$ cat config.mk
export PLATFORM = sky130hd
export DESIGN_NAME = feature_map_collector
export DESIGN_NICKNAME = d
export VERILOG_FILES = /design/src/rtl/fmc_pkg.sv /design/src/rtl/fmc_buffer.sv /design/src/rtl/feature_map_collector.sv
export SDC_FILE = /design/constraint.sdc
export NUM_CORES = 1
export LEC_CHECK = 0
export CORE_ASPECT_RATIO = 1.5
export CORE_UTILIZATION = 40
export CTS_BUF_LIST = sky130_fd_sc_hd__clkbuf_8
export CTS_CLUSTER_DIAMETER = 60
export CTS_CLUSTER_SIZE = 25
export DETAILED_ROUTE_END_ITERATION = 10
export PLACE_DENSITY = 0.6
export SYNTH_ARGS = -nofsm -noshare
export SYNTH_HDL_FRONTEND = slang
export SYNTH_SLANG_ARGS = --single-unit
$ cat constraint.sdc
create_clock -name clk -period 5.55 [get_ports clk]
set_input_delay 1.11 -clock clk [delete_from_list [all_inputs] [get_ports clk]]
set_output_delay 1.11 -clock clk [all_outputs]
set_load 0.1 [all_outputs]
$ cat src/rtl/fmc_pkg.sv
// Shared types and sizing for the feature-map collector.
// Optional macro: FEATURE_MAP_COLLECTOR_RELU_EN clamps negative pixels to 0 on write.
package fmc_pkg;

    localparam int BitSize            = 4;
    localparam int NumberOfK          = 8;
    localparam int ProcessingElements = 2;
    localparam int MapWidth           = 2;

    localparam int PixPerMap = MapWidth * MapWidth;
    localparam int KIdxW     = $clog2(NumberOfK);
    localparam int PixIdxW   = $clog2(PixPerMap);
    localparam int CntW      = $clog2(PixPerMap + 1);
    localparam int Depth     = NumberOfK * PixPerMap;
    localparam int AddrW     = $clog2(Depth);

    typedef logic [BitSize-1:0] pixel_t;

    typedef enum logic {
        COLLECT = 1'b0,
        DRAIN   = 1'b1
    } state_t;

    function automatic pixel_t store_pixel(input pixel_t d);
`ifdef FEATURE_MAP_COLLECTOR_RELU_EN
        return d[BitSize-1] ? '0 : d;
`else
        return d;
`endif
    endfunction

endpackage

$ cat src/rtl/fmc_buffer.sv
// Feature-map pixel store: one write port per lane, one registered read port.
// Lanes always address different kernels, so write ports never collide.
module fmc_buffer
    import fmc_pkg::*;
(
    input  logic                          clk,
    input  logic [ProcessingElements-1:0] we,
    input  logic [AddrW-1:0]              waddr [ProcessingElements],
    input  pixel_t                        wdata [ProcessingElements],
    input  logic [AddrW-1:0]              raddr,
    output pixel_t                        rdata
);

    pixel_t mem [Depth];

    // Per-lane writes and a registered read of the requested word
    always_ff @(posedge clk) begin
        for (int l = 0; l < ProcessingElements; l++) begin
            if (we[l]) mem[waddr[l]] <= wdata[l];
        end
        rdata <= mem[raddr];
    end

endmodule

$ cat src/rtl/feature_map_collector.sv
// Collects per-kernel pooled pixels into a buffer, then replays kernel-major.
// Optional macro: FEATURE_MAP_COLLECTOR_RELU_EN (negative pixels stored as 0).
module feature_map_collector
    import fmc_pkg::*;
(
    input  logic                                   clk,
    input  logic                                   res_n,
    input  logic [NumberOfK-1:0]                   in_valid,
    input  logic [ProcessingElements*BitSize-1:0]  in_data,
    output logic                                   in_ready,
    output logic                                   out_valid,
    output logic [BitSize-1:0]                     out_data,
    output logic [KIdxW-1:0]                       out_kernel,
    output logic [PixIdxW-1:0]                     out_pixel,
    input  logic                                   out_ready,
    output logic                                   frame_done,
    output logic                                   err
);

    state_t state, state_next;

    logic [CntW-1:0]               cnt      [NumberOfK];
    logic [CntW-1:0]               cnt_next [NumberOfK];
    logic [ProcessingElements-1:0] we;
    logic [ProcessingElements-1:0] lane_used;
    logic [AddrW-1:0]              waddr [ProcessingElements];
    pixel_t                        wdata [ProcessingElements];
    logic                          collide, overflow, all_full;

    logic [KIdxW-1:0]   rd_k, nk;
    logic [PixIdxW-1:0] rd_p, np;
    logic [AddrW-1:0]   raddr;
    pixel_t             rdata;
    logic               accept, last;

    assign in_ready   = (state == COLLECT);
    assign accept     = out_valid & out_ready;
    assign last       = (rd_k == KIdxW'(NumberOfK - 1)) &&
                        (rd_p == PixIdxW'(PixPerMap - 1));
    assign frame_done = accept & last;
    assign out_data   = out_valid ? rdata : '0;
    assign out_kernel = rd_k;
    assign out_pixel  = rd_p;

    // Lane arbitration: lowest asserted kernel per lane wins, full maps drop
    always_comb begin
        we        = '0;
        lane_used = '0;
        collide   = 1'b0;
        overflow  = 1'b0;
        for (int l = 0; l < ProcessingElements; l++) begin
            waddr[l] = '0;
            wdata[l] = '0;
        end
        for (int k = 0; k < NumberOfK; k++) cnt_next[k] = cnt[k];
        if (state == COLLECT) begin
            for (int k = 0; k < NumberOfK; k++) begin
                if (in_valid[k]) begin
                    if (lane_used[k % ProcessingElements]) begin
                        collide = 1'b1;
                    end else begin
                        lane_used[k % ProcessingElements] = 1'b1;
                        if (cnt[k] == CntW'(PixPerMap)) begin
                            overflow = 1'b1;
                        end else begin
                            we[k % ProcessingElements]    = 1'b1;
                            waddr[k % ProcessingElements] =
                                AddrW'(k * PixPerMap) + AddrW'(cnt[k]);
                            wdata[k % ProcessingElements] = store_pixel(
                                in_data[(k % ProcessingElements) * BitSize +: BitSize]);
                            cnt_next[k] = cnt[k] + 1'b1;
                        end
                    end
                end
            end
        end
        all_full = 1'b1;
        for (int k = 0; k < NumberOfK; k++) begin
            if (cnt_next[k] != CntW'(PixPerMap)) all_full = 1'b0;
        end
    end

    // Next read pointer; addressing it directly keeps one word per cycle
    always_comb begin
        nk = rd_k;
        np = rd_p;
        if (accept) begin
            if (rd_p == PixIdxW'(PixPerMap - 1)) begin
                np = '0;
                nk = last ? '0 : rd_k + 1'b1;
            end else begin
                np = rd_p + 1'b1;
            end
        end
        raddr = AddrW'(int'(nk) * PixPerMap + int'(np));
    end

    // Next-state: fill completes into DRAIN, final accept returns to COLLECT
    always_comb begin
        state_next = state;
        unique case (state)
            COLLECT: if (all_full) state_next = DRAIN;
            DRAIN:   if (accept && last) state_next = COLLECT;
            default: state_next = COLLECT;
        endcase
    end

    // State register
    always_ff @(posedge clk) begin
        if (res_n) state <= COLLECT;
        else       state <= state_next;
    end

    // Counters, read pointer, output valid and sticky error
    always_ff @(posedge clk) begin
        if (res_n) begin
            for (int k = 0; k < NumberOfK; k++) cnt[k] <= '0;
            rd_k      <= '0;
            rd_p      <= '0;
            out_valid <= 1'b0;
            err       <= 1'b0;
        end else begin
            err  <= err | collide | overflow;
            rd_k <= nk;
            rd_p <= np;
            if (state == COLLECT) begin
                for (int k = 0; k < NumberOfK; k++) cnt[k] <= cnt_next[k];
                out_valid <= 1'b0;
            end else begin
                out_valid <= !(accept && last);
                if (accept && last) begin
                    for (int k = 0; k < NumberOfK; k++) cnt[k] <= '0;
                end
            end
        end
    end

    fmc_buffer u_buffer (
        .clk   (clk),
        .we    (we),
        .waddr (waddr),
        .wdata (wdata),
        .raddr (raddr),
        .rdata (rdata)
    );

endmodule
Word-level counts from Yosys, hierarchy flattened
Memory sizes are Yosys's and may differ from the RTL's. A register that Yosys moved wholly into a read port is not among the register bits.
Index checks and enable logic that the tools add are counted.
Widths: inputs -> output; s select.
{"block": "totals", "input_bits": 19, "mem_bits_rw": 152, "word_cells": 259, "ff_bits": 8, "mem_bits_ro": 0, "latchBits": 0, "mem_count": 2}
{"memory": "u_buffer.mem", "words": 32, "word_bits": 4, "rd": 1, "rd_clocked_by_memory_dff": 1, "write_ports": 2, "line_no": "fmc_buffer.sv:14", "rtl": "pixel_t mem [Depth];"}
{"memory": "cnt", "words": 8, "word_bits": 3, "rd": 8, "rd_clocked_by_memory_dff": 0, "write_ports": 8, "line_no": "feature_map_collector.sv:22", "rtl": "logic [CntW-1:0] cnt [NumberOfK];"}
{"block": "classes", "shifts": 0, "eq_ne": 18, "n_div": 0, "bitwise_logic": 21, "n_mul": 0, "reduce_logical": 4, "add_sub_neg": 18, "n_lt_le_gt_ge": 0, "muxes": 191}
{"cell": "$mux 3", "n": 43}
{"cell": "$mux 4", "n": 25}
{"cell": "$mux 1", "n": 98}
{"cell": "$mux 5", "n": 18}
{"cell": "$add 3x1->3 const B", "n": 9}
{"cell": "$eq 3x3->1 const B", "n": 9}
{"cell": "$mux 24", "n": 1}
{"cell": "$ne 3x3->1 const B", "n": 8}
{"cell": "$or 1x1->1", "n": 18}
{"cell": "$add 4x3->5 const A", "n": 2}
{"cell": "$add 5x3->5 const A", "n": 2}
{"cell": "$mux 10", "n": 1}
{"cell": "$mux 8", "n": 1}
{"cell": "$mux 2", "n": 3}
{"cell": "$add 3x4->5 const A", "n": 1}
{"cell": "$add 4x4->5 const A", "n": 1}
{"cell": "$add 5x2->5", "n": 1}
{"cell": "$add 3x3->4 const A", "n": 1}
{"cell": "$add 2x1->2 const B", "n": 1}
{"cell": "$and 1x1->1", "n": 2}
{"cell": "$eq 2x2->1 const B", "n": 1}
{"cell": "$logic_and 1x1->1", "n": 2}
{"cell": "$pmux 1 s2", "n": 1}
{"cell": "$reduce_or 2->1", "n": 1}
{"cell": "other kinds (2)", "n": 2}

Longest topological paths before layout
An unclocked memory read counts as a cell.
{"block": "depth", "word_depth": 29, "mapped_depth": 10, "depth_no_buf": 10}

Hierarchy
From an unflattened synthesis, not the netlist that was laid out.
{"block": "hier_totals", "cells_unflattened": 763, "area_unflattened_um2": 9615.5}
{"module": "fmc_buffer", "cells_each": 436, "instances": 1, "seq_area_each_um2": 3923.8, "area_per_inst_um2": 6984.2}
{"module": "feature_map_collector", "cells_each": 327, "instances": 1, "seq_area_each_um2": 760.7, "area_per_inst_um2": 2631.3}

Worst setup path before layout
No wires, ideal clock.
{"block": "synth_path", "kind": "register to output", "startpoint": "reg rd_k[0] (netlist: out_kernel[0])", "endpoint": "out frame_done", "stages_incl_launch_ff": 4, "required_time_ps": 4440, "n_path_buf": 0, "setup_slack_ps": 2123, "arrival_time_ps": 2317, "path_cell_list": "dfxtp_1 -> ha_1 -> ha_1 -> and3_1"}
{"block": "synth_between", "elab_chain_len": 3}
{"item": "start, declared", "line_no": "feature_map_collector.sv:30", "rtl": "logic [KIdxW-1:0] rd_k, nk;"}
{"item": "start signal, assigned", "line_no": "feature_map_collector.sv:124", "rtl": "rd_k <= nk;"}
{"item": "$eq 3x3->1", "line_no": "feature_map_collector.sv:38", "rtl": "assign last = (rd_k == KIdxW'(NumberOfK - 1)) &&"}
{"item": "$logic_and 1x1->1", "line_no": "feature_map_collector.sv:38"}
{"item": "$and 1x1->1", "line_no": "feature_map_collector.sv:40", "rtl": "assign frame_done = accept & last;"}
{"item": "end, declared", "line_no": "feature_map_collector.sv:16", "rtl": "output logic frame_done,"}
No other way between the ends.

==> metrics.md <==
| Metric | Value |
|---|---|
| Outcome | `finished clean` |
| Synth Net Count | `949` |
| Hold buffers post-CTS | `0` |
| Utilization after layout | `45.1%` |
| Crit-path max FO | `13` |
| Data arrival time of the worst path | `4.22 ns` |
| Worst Reg-to-Reg Cells | `7` |
| Max VDD drop | `0.145 mV` |
| CP Launch Type | `primary input` |
| Initial antenna violation count | `0` |
| Cell Pwr Density | `248 mW/mm²` |
| P_leak | `4.07 nW` |
| Worst path slowest cell | `or4b_4` |
| Detailed-route via count | `7194` |
| Max-slew headroom | `33.0%` |
| Drt drc | `0` |
| YS warnings | `0` |
| WP data required | `5.69 ns` |
| CTS-repair resized insts | `0` |
| Final period util | `73.5%` |
| Area of the multi-input gates | `0.00490 mm²` |
| Post-synthesis sequential area ratio | `47.2%` |
| Depth of the CTS H-tree | `4` |
| Internal | `0.00206 W` |
| Vias in the first global route | `7333` |
| IO Count | `32` |
| Min-Delay Endpoint | `err` |
| Total track usage | `23.5%` |
| Count of different cell masters after synthesis | `79` |
| 1st-pass router iterations | `5` |
| # fillers | `2388` |
| Num CTS Buffers | `17` |
| Synth async-reset ratio | `0%` |
| Hold_sp | `err` |
| Clock power share | `37.2%` |
| Total gr overflow | `0` |
| Rows | `70` |
| Design Power | `0.00272 W` |
| NetSw | `0.000661 W` |
| Syn avg cell area | `10.9 µm²` |
| Seq pwr share | `51.3%` |
| Largest net degree at the start of global routing | `34` |
| DR WL/cell | `22.5 µm` |
| Least-Margin Pin Slew | `1.01 ns` |
| Crit-path max cell delay | `0.65 ns` |
| Reg clk slew, reported paths | `0.09 ns` |
| Hold Path Class | `register to register` |
| Sink Count | `164` |
| Post-DR vias/cell | `5.76` |
| Die area | `0.0255 mm²` |
| Number of synthesized flops with an enable pin | `140` |
| Post-DP HPWL | `20.1 mm` |
| Max cap viols | `0` |
| Placed Cells incl. Taps | `1218` |
| Initial Util | `40.8%` |
| First-pass GRT wire length | `43.7 mm` |
| Reg2Reg Setup Slack | `2.17 ns` |
| Layout cell share with drive strength beyond 1 | `11.3%` |
| CP cell instances | `clkdlybuf4s50_1, or4b_4, or2_1, a31oi_4, nand2b_1, nor3_4, o21bai_1` |
| Min cycle time layout | `4.08 ns` |
| Clk_lat worst skew | `0.47 ns` |
| Clock buffer depth | `2` |
| Sw frac | `24.3%` |
| Logic pwr share | `11.5%` |
| Die Height | `195 µm` |
| Mapped Area | `0.00992 mm²` |
| RePlAce Congestion | `0.875` |
| Sequential cell area | `0.00468 mm²` |
| Layout Nets | `953` |
| Slew Limit Fails | `0` |
| Area grow syn2layout | `10.6%` |
| N_diodes | `0` |
| Syn Inst Count | `909` |
| Setup TNS | `0 ns` |
| Initial drt markers | `530` |
| IO Port Bufs | `31` |
| Finish-stage setup viols | `0` |
| Crit. End Element | `register` |
| Core ar. | `0.0243 mm²` |
| Setup Skew | `0.0143 ns` |
| Die Wd | `131 µm` |
| CTS tree | `done` |
| RSZ-0062 raised after global routing | `no` |
| Yosys reg bits | `164` |
| FF-to-FF Start | `cnt[1][3]` |
| Hold Path Stages | `2` |
| Finished Layout Cells | `1250` |
| Kind of critical path | `primary input to register` |
| Clock Tree Root | `clkbuf_8` |
| Setup repair bufs after CTS | `0` |
| Total wire length | `28.2 mm` |
| ANT nets after route | `0` |
| Fin. Hold Viols | `0` |
| Dominant synthesized flop cell | `edfxtp_1` |
| FF-to-FF End | `u_buffer.mem[21][1]` |
| FMAX | `0.245 GHz` |
-- critical path, delay by kind of cell --
kind	cells	cell delay, ns
AND/OR/NAND/NOR	4	1.98
AO/OA/AOI/OAI	2	0.52
buffers and inverters	1	0.59
-- metrics by stage --
step | area, µm² | hold WS [ns] | setup slack, ns
after floorplan | 9920 | 0.466 | 2.12
after global placement | 10500 | 0.446 | 1.08
after detailed placement | 10500 | 0.448 | 0.994
after CTS | 11000 | 0.461 | 1.51
after global routing | 11000 | 0.476 | 1.27
final | 11000 | 0.455 | 1.47
-- cell usage after synthesis, types with 3 or more instances --
cell        n  area share, %
edfxtp_1  140             42
a32o_1      3           0.30
o21bai_1   11           0.83
mux2_2     11            1.2
nand4_1     5           0.32
nor2_2      6           0.38
a32oi_1     4           0.35
and4b_1     5           0.50
dfxtp_1    24            4.8
nor2_1     51            1.9
and3_1     18            1.1
ha_1       21            2.6
a21oi_1    23            1.2
nor2b_1     6           0.38
a21boi_0    3           0.23
o32ai_1     4           0.35
nor4_1      3           0.19
mux4_2      9            2.0
buf_1       3           0.11
o22ai_1    10           0.63
xnor2_1     5           0.44
a311oi_1    4           0.35
nand3_1    28            1.4
mux2i_1   151             15
nand2b_1   13           0.82
clkbuf_1   48            1.8
buf_2      11           0.55
o21ai_0    36            1.8
a211oi_1   14            1.1
nand3b_1    5           0.38
nor3_1      8           0.40
or2_2       6           0.38
inv_1      21           0.79
a31oi_1    15           0.95
nor3b_1     3           0.23
or3b_2      3           0.26
nand2_1   105            4.0
nor4b_1     3           0.26
and2_1     11           0.69
nor3_4      9            1.5
-- cells by family after synthesis --
family / after synthesis / share of synthesized area, %
multiplexers: 171 / 18.5
AND/OR/NAND/NOR: 305 / 16.7
XOR/XNOR: 5 / 0.441
adder cells (fa/ha/maj): 21 / 2.65
AO/OA/AOI/OAI: 158 / 11.1
flip-flops: 164 / 47.2
buffers and inverters: 85 / 3.43
-- sequential cells by signal, summed over array words and instances, names as in the netlist --
register / flops
state: 1
out_valid: 1
out_kernel: 3
cnt: 24
err: 1
u_buffer.rdata: 4
out_pixel: 2
u_buffer.mem: 128
-- layout by cell type (no fill, tap or decap), drive strengths merged, types with 19 or more instances in the layout --
cell / netlist / layout
a21oi: 24 / 24
buf: 16 / 19
clkdlybuf4s50: 0 / 30
dfxtp: 24 / 24
edfxtp: 140 / 140
ha: 21 / 21
inv: 21 / 27
mux2i: 151 / 151
nand2: 107 / 107
nand3: 29 / 29
nor2: 57 / 57
o21ai: 36 / 36
-- final cells by class --
class	count	share of cell area, %
tap	324	3.70
multi-input combinational	660	44.7
clock buffer	17	2.13
sequential	164	42.7
clock inverter	15	2.05
inverter	21	0.719
timing repair buffer	49	4.04
-- power groups by stage --
stage	Sequential (W)	Combinational, W	Clock, W
after floorplan	0.00142	0.000211	0
after global placement	0.00142	0.000311	0
after global routing	0.00140	0.000341	0.00107
after detailed placement	0.00142	0.000313	0
final	0.00139	0.000314	0.00101
after CTS	0.00139	0.000315	0.00103
-- worst max path at each step --
stage                  start                   to  slack, ns  cells past startpoint
6_report         in_valid[3]  u_buffer.mem[16][0]       1.47                      7
2_1_floorplan  out_kernel[0]           frame_done       2.12                      3
3_5_place_dp     in_valid[3]  u_buffer.mem[16][1]       0.99                      7
5_1_grt          in_valid[0]  u_buffer.mem[31][2]       1.27                      7
4_1_cts          in_valid[3]  u_buffer.mem[16][0]       1.51                      7
3_3_place_gp     in_valid[3]  u_buffer.mem[17][2]       1.08                      7
-- per-layer routing --
layer | vias up | part of all wire (%) | track usage [%]
li1 | 3420 | - | -
met1 | 3502 | 41 | 28.3
met2 | 208 | 51 | 40.3
met3 | 64 | 3.8 | 3.03
met4 | 0 | 4.5 | 12.3
met5 | - | 0 | 0
No activity file was read; power rests on OpenSTA's default activity.
==> variant (same flow settings) <==
Register the output `err` once more, without a reset; this adds one clock of latency there. The other outputs are not delayed to match.
--- a/src/rtl/feature_map_collector.sv
+++ b/src/rtl/feature_map_collector.sv
@@ -16,6 +16,8 @@
     output logic                                   frame_done,
     output logic                                   err
 );
+
+    logic err_s0;
 
     state_t state, state_next;
 
@@ -118,9 +120,9 @@
             rd_k      <= '0;
             rd_p      <= '0;
             out_valid <= 1'b0;
-            err       <= 1'b0;
+            err_s0    <= 1'b0;
         end else begin
-            err  <= err | collide | overflow;
+            err_s0 <= err_s0 | collide | overflow;
             rd_k <= nk;
             rd_p <= np;
             if (state == COLLECT) begin
@@ -144,4 +146,8 @@
         .rdata (rdata)
     );
 
+    always_ff @(posedge clk) begin
+        err <= err_s0;
+    end
+
 endmodule
Formal check against the unedited RTL: not equivalent (Yosys sat finds a counterexample within 4 cycles, from zero or initial values).
==> variant against the original RTL <==
- design area up 0.22%
- worst setup slack improved by 44 ps
- sequential cell count is 1 higher
- worst hold slack got worse by 99 ps
- critical path depth stayed put
- sequential share of layout area up 0.090 points
- synthesized cell count is 0.11% higher
- wire length increased by 2.3%
- total power is 1.1% higher
- area after synthesis is 0.20% higher
- global-route usage is 0.53 points higher
- largest power group unchanged
==> variant: results <==
{
  "dp.cells": 1220,
  "dpl_cell_area_sq_mm": 0.01054,
  "holdWs_ps": 355.5,
  "p_sw_share_pct": 24.90,
  "place_congestion": 0.8793,
  "cts_root_buf": "clkbuf_8",
  "synth_edf_count": 140,
  "drive_above_1_share_pct": 11.43,
  "fin_skew_ps": 15.66,
  "grt_pass1_wl_um": 44370,
  "min_path_type": "flip-flop to flip-flop",
  "antenna_cells": 0,
  "ys_seq_area_share_pct": 47.32,
  "synth_cell_type_count": 79,
  "cp_slowest_cell": "or4b_4",
  "reg2reg_depth": 8,
  "dp_hpwl_um": 20220,
  "portBuffers": 31,
  "fillCellCount": 2272,
  "whs_endpoint": "err$_DFF_P_",
  "intPower_mw": 2.065,
  "drtIter0Drc": 640,
  "whs_path_depth": 0,
  "cap_violations": 0,
  "post-cts-setup-buffer-count": 0,
  "irDropWorstVdd_uv": 171.7,
  "crit-reg2reg-launch": "cnt[0][3]$_SDFFCE_PP0P_",
  "routed_wl_um": 28800,
  "cts_buffers": 17,
  "seqCellArea_sq_mm": 0.004705,
  "vias": 7362,
  "finalCriticalPeriod_ps": 4035,
  "pre_cts_slack_ps": 1040,
  "rrSetupSlack_ps": 2170,
  "worst_pin_slew_ps": 965.0,
  "syn_nets": 950,
  "hp-start": "err_s0$_SDFF_PP0_",
  "arrival_ps": 4170,
  "clk_latency_ps": 490,
  "cp_max_fo": 13,
  "status": "complete, no violations",
  "grt_pass1_vias": 7599,
  "ctsLongestPathBuffers": 2,
  "cp_top_family": "simple AND/OR/NAND/NOR gates",
  "clk_pin_slew_ps": 80,
  "ys.warnings.count": 0,
  "worstReg2RegEnd": "u_buffer.mem[28][0]$_DFFE_PP_",
  "final_nets": 955,
  "grt_util_all_layers_pct": 24.05,
  "cts_resized": 0,
  "p_leak_nw": 4.083,
  "pg_seq_mw": 1.40,
  "routedWlPerCell_um": 23.02,
  "synth_ff_type": "edfxtp_1",
  "synthTopCellsByArea": "edfxtp_1, mux2i_1, dfxtp_1",
  "syn_area_per_cell_sq_um": 10.93
}
## variant: changes by cell type after synthesis, sizes merged
cell,delta
dfxtp,+1
## variant: cells by family after synthesis
kind of cell             Yosys count  synth area share (%)
buffers and inverters             85                 3.423
AND/OR/NAND/NOR                  305                 16.65
adder cells (fa/ha/maj)           21                 2.643
flip-flops                       165                 47.32
XOR/XNOR                           5                0.4405
multiplexers                     171                 18.49
AO/OA/AOI/OAI                    158                 11.04
## variant: layer usage
| layer | up-vias | track usage, % | wire length (um) |
|---|---|---|---|
| li1 | 3426 | - | - |
| met2 | 265 | 40.15 | 14510 |
| met1 | 3584 | 27.52 | 10900 |
| met3 | 87 | 4.027 | 1524 |
| met5 | - | 0 | 0 |
| met4 | 0 | 16.90 | 1860 |
## variant: cell type report
type / count / area share (%)
clock buffer: 17 / 2.128
clock inverter: 14 / 2.014
inverter: 21 / 0.7170
multi-input combinational: 660 / 44.57
sequential: 165 / 42.79
tap: 324 / 3.687
timing repair buffer: 50 / 4.097
## variant: worst max-delay path by stage
stage / from / to / cells past startpoint
6_report: in_valid[3] / u_buffer.mem[17][2]$_DFFE_PP_ / 7
5_1_grt: in_valid[0] / u_buffer.mem[11][0]$_DFFE_PP_ / 7
4_1_cts: in_valid[3] / u_buffer.mem[17][3]$_DFFE_PP_ / 7
3_5_place_dp: in_valid[3] / u_buffer.mem[17][2]$_DFFE_PP_ / 7
3_3_place_gp: in_valid[3] / u_buffer.mem[17][2]$_DFFE_PP_ / 7
2_1_floorplan: out_kernel[0]$_SDFF_PP0_ / frame_done / 3
## variant: worst reg2reg max path, cell delays in order (launching register included)
cell	delay, ps
edfxtp_1	450
inv_1	110
ha_1	230
nand2_1	100
ha_1	220
a22o_1	260
a221oi_2	530
nand2_2	370
o32ai_1	750
